`src/rtl/mips_pkg.sv`:
```
// Shared definitions for the MIPS pipeline memory stage.
//   DW / RW      : default data/address width and register-index width
//   mem_state_e  : data-memory access FSM encoding (IDLE, WAIT, DONE)
//   branch_taken : PCSrc decode for BEQ/BNE
package mips_pkg;

  localparam int DW = 32;
  localparam int RW = 5;

  typedef enum logic [1:0] {
    IDLE = 2'd0,
    WAIT = 2'd1,
    DONE = 2'd2
  } mem_state_e;

  function automatic logic branch_taken(input logic br, input logic bne, input logic zero);
    return (br & zero) | (bne & ~zero);
  endfunction

endpackage

```
`src/rtl/mem_wb_reg.sv`:
```
// MEM/WB pipeline register.
//   load_i      : capture every field from the MEM stage (WB_MemData only when md_load_i)
//   bubble_i    : insert a bubble (RegWrite and jal cleared, other fields held)
//   *_i / *_o   : control (RegWrite, Mem2R, jal) and data (AluRes, MemData, NPC, Wesel)
// Asynchronous active-high reset clears every field.
module mem_wb_reg #(
  parameter int DW = 32,
  parameter int RW = 5
) (
  input  logic          clk,
  input  logic          rst,
  input  logic          load_i,
  input  logic          bubble_i,
  input  logic          md_load_i,
  input  logic          regwrite_i,
  input  logic          mem2r_i,
  input  logic          jal_i,
  input  logic [DW-1:0] alures_i,
  input  logic [DW-1:0] memdata_i,
  input  logic [DW-1:0] npc_i,
  input  logic [RW-1:0] wesel_i,
  output logic          regwrite_o,
  output logic          mem2r_o,
  output logic          jal_o,
  output logic [DW-1:0] alures_o,
  output logic [DW-1:0] memdata_o,
  output logic [DW-1:0] npc_o,
  output logic [RW-1:0] wesel_o
);

  logic          regwrite_q, mem2r_q, jal_q;
  logic [DW-1:0] alures_q, memdata_q, npc_q;
  logic [RW-1:0] wesel_q;

  always_ff @(posedge clk or posedge rst) begin
    if (rst) begin
      regwrite_q <= 1'b0;
      mem2r_q    <= 1'b0;
      jal_q      <= 1'b0;
      alures_q   <= '0;
      memdata_q  <= '0;
      npc_q      <= '0;
      wesel_q    <= '0;
    end else if (load_i) begin
      regwrite_q <= regwrite_i;
      mem2r_q    <= mem2r_i;
      jal_q      <= jal_i;
      alures_q   <= alures_i;
      npc_q      <= npc_i;
      wesel_q    <= wesel_i;
      if (md_load_i) memdata_q <= memdata_i;
    end else if (bubble_i) begin
      regwrite_q <= 1'b0;
      jal_q      <= 1'b0;
    end
  end

  assign regwrite_o = regwrite_q;
  assign mem2r_o    = mem2r_q;
  assign jal_o      = jal_q;
  assign alures_o   = alures_q;
  assign memdata_o  = memdata_q;
  assign npc_o      = npc_q;
  assign wesel_o    = wesel_q;

endmodule

```
`src/rtl/mem_stage.sv`:
```
// MEM stage of the 5-stage MIPS pipeline.
// Resolves branches (PCSrc), runs data-memory accesses over a req/ack handshake
// with variable-latency memory, stalls the front of the pipe while an access is
// outstanding, and holds the MEM/WB register.
// Ports:
//   MEM_*            : EX/MEM register outputs (control, AluRes, store data, Wesel, NPC)
//   dm_req/we/addr/wdata (out), dm_rdata/dm_ack (in) : data-memory handshake
//   mem_stall        : hold PC, IF/ID, ID/EX, EX/MEM
//   PCSrc            : branch taken (IDLE only)
//   WB_*             : MEM/WB register outputs
// Build option MEM_ALIGN_CHK_EN: a misaligned memory op issues no request, is
// written back with RegWrite cleared, and pulses the mem_misalign output.
//
// state | meaning
// IDLE  | no access in flight; memory op launches a request at the next edge
// WAIT  | request outstanding, waiting for dm_ack
// DONE  | access complete; instruction written to MEM/WB, pipe released
module mem_stage #(
  parameter int DW = mips_pkg::DW,
  parameter int RW = mips_pkg::RW
) (
  input  logic          clk,
  input  logic          rst,
  input  logic          MEM_Branch,
  input  logic          MEM_BNE,
  input  logic          MEM_MemRead,
  input  logic          MEM_MemWrite,
  input  logic          MEM_Mem2R,
  input  logic          MEM_RegWrite,
  input  logic          MEM_zero,
  input  logic          MEM_jal,
  input  logic [DW-1:0] MEM_AluRes,
  input  logic [DW-1:0] MEM_GPR_Data_2,
  input  logic [RW-1:0] MEM_Wesel,
  input  logic [DW-1:0] MEM_NPC,
  output logic          dm_req,
  output logic          dm_we,
  output logic [DW-1:0] dm_addr,
  output logic [DW-1:0] dm_wdata,
  input  logic [DW-1:0] dm_rdata,
  input  logic          dm_ack,
  output logic          mem_stall,
  output logic          PCSrc,
`ifdef MEM_ALIGN_CHK_EN
  output logic          mem_misalign,
`endif
  output logic          WB_RegWrite,
  output logic          WB_Mem2R,
  output logic          WB_jal,
  output logic [DW-1:0] WB_AluRes,
  output logic [DW-1:0] WB_MemData,
  output logic [DW-1:0] WB_NPC,
  output logic [RW-1:0] WB_Wesel
);

  import mips_pkg::*;

  mem_state_e    state_q, state_d;
  logic          dm_req_q, dm_req_d, dm_we_q, dm_we_d;
  logic [DW-1:0] dm_addr_q, dm_addr_d, dm_wdata_q, dm_wdata_d;
  logic [DW-1:0] rbuf_q, rbuf_d;
  logic          stall, pcsrc, wb_load, wb_bubble, md_load, rw_kill;
  logic          mem_op, misalign;

  assign mem_op = MEM_MemRead | MEM_MemWrite;

`ifdef MEM_ALIGN_CHK_EN
  logic misalign_q;
  assign misalign = mem_op & (MEM_AluRes[1:0] != 2'b00);

  always_ff @(posedge clk or posedge rst) begin
    if (rst) misalign_q <= 1'b0;
    else     misalign_q <= (state_q == IDLE) & misalign;
  end

  assign mem_misalign = misalign_q;
`else
  assign misalign = 1'b0;
`endif

  always_comb begin
    state_d    = state_q;
    dm_req_d   = dm_req_q;
    dm_we_d    = dm_we_q;
    dm_addr_d  = dm_addr_q;
    dm_wdata_d = dm_wdata_q;
    rbuf_d     = rbuf_q;
    stall      = 1'b0;
    pcsrc      = 1'b0;
    wb_load    = 1'b0;
    wb_bubble  = 1'b0;
    md_load    = 1'b0;
    rw_kill    = 1'b0;
    case (state_q)
      IDLE: begin
        pcsrc = branch_taken(MEM_Branch, MEM_BNE, MEM_zero);
        if (misalign) begin
          // Dropped access: retire the instruction without a register write.
          wb_load = 1'b1;
          rw_kill = 1'b1;
        end else if (mem_op) begin
          stall      = 1'b1;
          wb_bubble  = 1'b1;
          state_d    = WAIT;
          dm_req_d   = 1'b1;
          dm_we_d    = MEM_MemWrite;
          dm_addr_d  = {MEM_AluRes[DW-1:2], 2'b00};
          dm_wdata_d = MEM_GPR_Data_2;
        end else begin
          wb_load = 1'b1;
        end
      end
      WAIT: begin
        stall     = 1'b1;
        wb_bubble = 1'b1;
        if (dm_ack) begin
          dm_req_d = 1'b0;
          state_d  = DONE;
          if (!dm_we_q) rbuf_d = dm_rdata;
        end
      end
      DONE: begin
        // EX/MEM still holds the memory instruction this cycle.
        wb_load = 1'b1;
        md_load = ~dm_we_q;
        state_d = IDLE;
      end
      default: state_d = IDLE;
    endcase
  end

  always_ff @(posedge clk or posedge rst) begin
    if (rst) begin
      state_q    <= IDLE;
      dm_req_q   <= 1'b0;
      dm_we_q    <= 1'b0;
      dm_addr_q  <= '0;
      dm_wdata_q <= '0;
      rbuf_q     <= '0;
    end else begin
      state_q    <= state_d;
      dm_req_q   <= dm_req_d;
      dm_we_q    <= dm_we_d;
      dm_addr_q  <= dm_addr_d;
      dm_wdata_q <= dm_wdata_d;
      rbuf_q     <= rbuf_d;
    end
  end

  // Combinational outputs are gated so every output reads 0 while in reset.
  assign mem_stall = stall & ~rst;
  assign PCSrc     = pcsrc & ~rst;
  assign dm_req    = dm_req_q;
  assign dm_we     = dm_we_q;
  assign dm_addr   = dm_addr_q;
  assign dm_wdata  = dm_wdata_q;

  mem_wb_reg #(.DW(DW), .RW(RW)) u_mem_wb (
    .clk        (clk),
    .rst        (rst),
    .load_i     (wb_load),
    .bubble_i   (wb_bubble),
    .md_load_i  (md_load),
    .regwrite_i (MEM_RegWrite & ~rw_kill),
    .mem2r_i    (MEM_Mem2R),
    .jal_i      (MEM_jal),
    .alures_i   (MEM_AluRes),
    .memdata_i  (rbuf_q),
    .npc_i      (MEM_NPC),
    .wesel_i    (MEM_Wesel),
    .regwrite_o (WB_RegWrite),
    .mem2r_o    (WB_Mem2R),
    .jal_o      (WB_jal),
    .alures_o   (WB_AluRes),
    .memdata_o  (WB_MemData),
    .npc_o      (WB_NPC),
    .wesel_o    (WB_Wesel)
  );

endmodule

```
`config.mk`:
```
export PLATFORM = sky130hd
export DESIGN_NAME = mem_stage
export DESIGN_NICKNAME = d
export VERILOG_FILES = /design/src/rtl/mips_pkg.sv /design/src/rtl/mem_wb_reg.sv /design/src/rtl/mem_stage.sv
export SDC_FILE = /design/constraint.sdc
export NUM_CORES = 1
export LEC_CHECK = 0
export ABC_AREA = 1
export CAP_MARGIN = 10
export CORE_MARGIN = 2
export CORE_UTILIZATION = 44
export DETAILED_ROUTE_END_ITERATION = 8
export PLACE_DENSITY = 0.78
export SLEW_MARGIN = 20
export SYNTH_ARGS = -nofsm -noshare
export SYNTH_HDL_FRONTEND = slang
export SYNTH_SLANG_ARGS = --single-unit
```
`constraint.sdc`:
```
create_clock -name clk -period 9.5 [get_ports clk]
set_input_delay 1.9 -clock clk [delete_from_list [all_inputs] [get_ports clk]]
set_output_delay 1.9 -clock clk [all_outputs]
set_load 0.1 [all_outputs]
```
==> out/results.ini <==
[routing]
ant_nets = 0
routed-via-count = 7369
first_pass_iters = 4
totalWireLength_um = 24600
drc = 0
wl_per_cell_um = 17.3
avgViaCountPerCell = 5.20
drt-initial-drc-count = 412

[logic_synthesis]
synth_area_per_cell_um2 = 9.13
synth.area.top_cells = dfrtp_1 (62%), nand3_1 (15%), nand2_1 (14%)
yosysTopAreaCellShare_pct = 61.9
yosysTopAreaCell = dfrtp_1
synthArstFlopShare_pct = 100
syn_area_um2 = 8170
yosys_warnings = 0
synth_most_common_cell = nand2_1
syn_inst = 894
ys_ff_latch = 202
ys_types = 19
synthFlopType = dfrtp_1
synthTopCellsByCount = nand2_1 (297), nand3_1 (238), dfrtp_1 (202), o21ai_0 (36), inv_1 (35)
synth_edf_count = 0
ys_seq_area_share_pct = 61.9

[global_routing]
grtUsageTotal_pct = 24.5
grt_pass1_wl_um = 38800
antenna_found_initial = 1
grt-ovfl-total = 0
grt_max_degree = 76
grt_pass1_vias = 7157

[setup_path]
path_class = input pin to output pin
cpPeakStageDelay_ns = 1.01
cp-end-kind = output pin
critPathTopFamily = buffers and inverters
crit_start = MEM_MemWrite
worst-path-buf-inv = 3
critPathMaxFanout = 73
crit_top_cell = clkdlybuf4s50_1
slowest_stage = clkdlybuf4s50_1
cp_data_arrival_time_ns = 4.42
timing.rr.start = state_q[0]
critPathRequiredTime_ns = 7.60
cp_cell_sequence = clkdlybuf4s50_1 -> o21ai_4 -> buf_4 -> a21oi_1 -> clkdlybuf4s50_1
cp-start-kind = input pin

[layout]
antennaDiodeCount = 0
fin_cells = 1418
area_delta_synth_final_pct = 47.2
design_area_um2 = 12000
drive_gt1_share_pct = 4.71
fill_cells = 1519
fin_nets = 1319

[sta]
skew_ns = 0.00528
period_needed_ns = 6.32
hold_viol_final = 0
tightest_slew_ns = 1.08
tns_ns = 0
fmax_mhz = 158
rsz0062_at_grt = no
slew_headroom_pct = 27.9
period_share_pct = 66.6
setup_viol = 0
final_max_slew_viol_count = 0

[clock_tree]
clock_tree.root_cell = clkbuf_16
cts_resized = 0
numCtsBuffers = 23
post_cts_buffers = 0
cts_buffer_depth = 3
clkSinkCount = 202
h-tree-depth = 1
clock_latency_ns = 0.50
tritoncts = yes
cts_hold_repair.buffers = 0
path_clk_slew_ns = 0.06

[die]
initial_core_util_pct = 45.1
coreArea_um2 = 18100
die_h_um = 140
dieArea_um2 = 19700
fp-row-count = 49
die_w_um = 140
pin_count = 316

[placed_design]
dpl.hpwl_um = 15800
dpl-instance-area_um2 = 11300
dpl.cell_count = 1379
place.gp.congestion = 0.790
portBuffers = 313

[min_path]
worstHoldStart = rbuf_q[9]
hold_class = register to register

[outcome]
status = complete, no violations

[run]
maxCapViolCount = 0

## tightest hold or removal path, stage by stage (launching register included)
cell,delay [ns]
dfrtp_1,0.34
nand2_1,0.05
nand2_1,0.04
## cell type report
| type | count | area (µm²) | area share, % |
|---|---|---|---|
| tap | 229 | 287 | 2.38 |
| clock inverter | 3 | 40.0 | 0.333 |
| timing repair buffer | 322 | 3200 | 26.6 |
| multi-input combinational | 586 | 2610 | 21.7 |
| clock buffer | 36 | 674 | 5.61 |
| sequential | 202 | 5050 | 42.1 |
| inverter | 40 | 154 | 1.28 |
## logic make-up (layout without fill, tap and decap cells)
logic type,count (synthesis),count (layout),share of synthesized area (%)
buffers and inverters,107,401,6.50
AND/OR/NAND/NOR,546,546,29.2
flip-flops,202,202,61.9
AO/OA/AOI/OAI,38,38,2.38
other,1,2,0.0459
## layout by cell type, fill, tap and decap left out, types with 8 or more instances in the layout
cell type	synthesis	layout
nand2_1	297	296
clkdlybuf4s50_1	0	313
nand3_1	238	238
inv_1	35	34
dfrtp_1	202	202
o21ai_0	36	36
buf_4	10	9
clkbuf_1	15	8
clkbuf_16	0	23
## sequential cells by signal, summed over array words and instances, names as in the netlist
name	flops
u_mem_wb.alures_o	32
u_mem_wb.memdata_o	32
u_mem_wb.npc_o	32
rbuf_q	32
dm_we	1
u_mem_wb.wesel_o	5
u_mem_wb.regwrite_o	1
dm_req	1
u_mem_wb.mem2r_o	1
dm_addr	30
state_q	2
u_mem_wb.jal_o	1
dm_wdata	32
## metal layers
metal / part of all wire [%] / vias up / track usage [%]
li1: - / 3456 / -
met1: 40 / 3554 / 31.6
met2: 47 / 300 / 39.2
met3: 10 / 57 / 8.51
met4: 3.0 / 2 / 7.55
met5: 0.065 / - / 0
## final timing paths
path	to	slack (ns)	cells after the start
min	rbuf_q[9]	0.47	2
max	mem_stall	3.18	5
max reg2reg	u_mem_wb.alures_o[8]	7.03	5
min in group asynchronous	dm_addr[30]	2.14	3
max in group asynchronous	dm_wdata[16]	5.89	4
min reg2reg	rbuf_q[9]	0.47	2
## through the flow
step | worst slack [ns] | utilization, % | hold WS, ns
5_1_grt | 3.11 | 66.4 | 0.479
3_5_place_dp | 3.20 | 62.4 | 0.457
6_report | 3.18 | 66.4 | 0.468
2_1_floorplan | 2.14 | - | 0.442
3_3_place_gp | 3.26 | 62.4 | 0.452
4_1_cts | 3.21 | 66.4 | 0.472
Power is not shown: default switching activity piles up to over one toggle a cycle in this logic, so the estimate is an artifact.
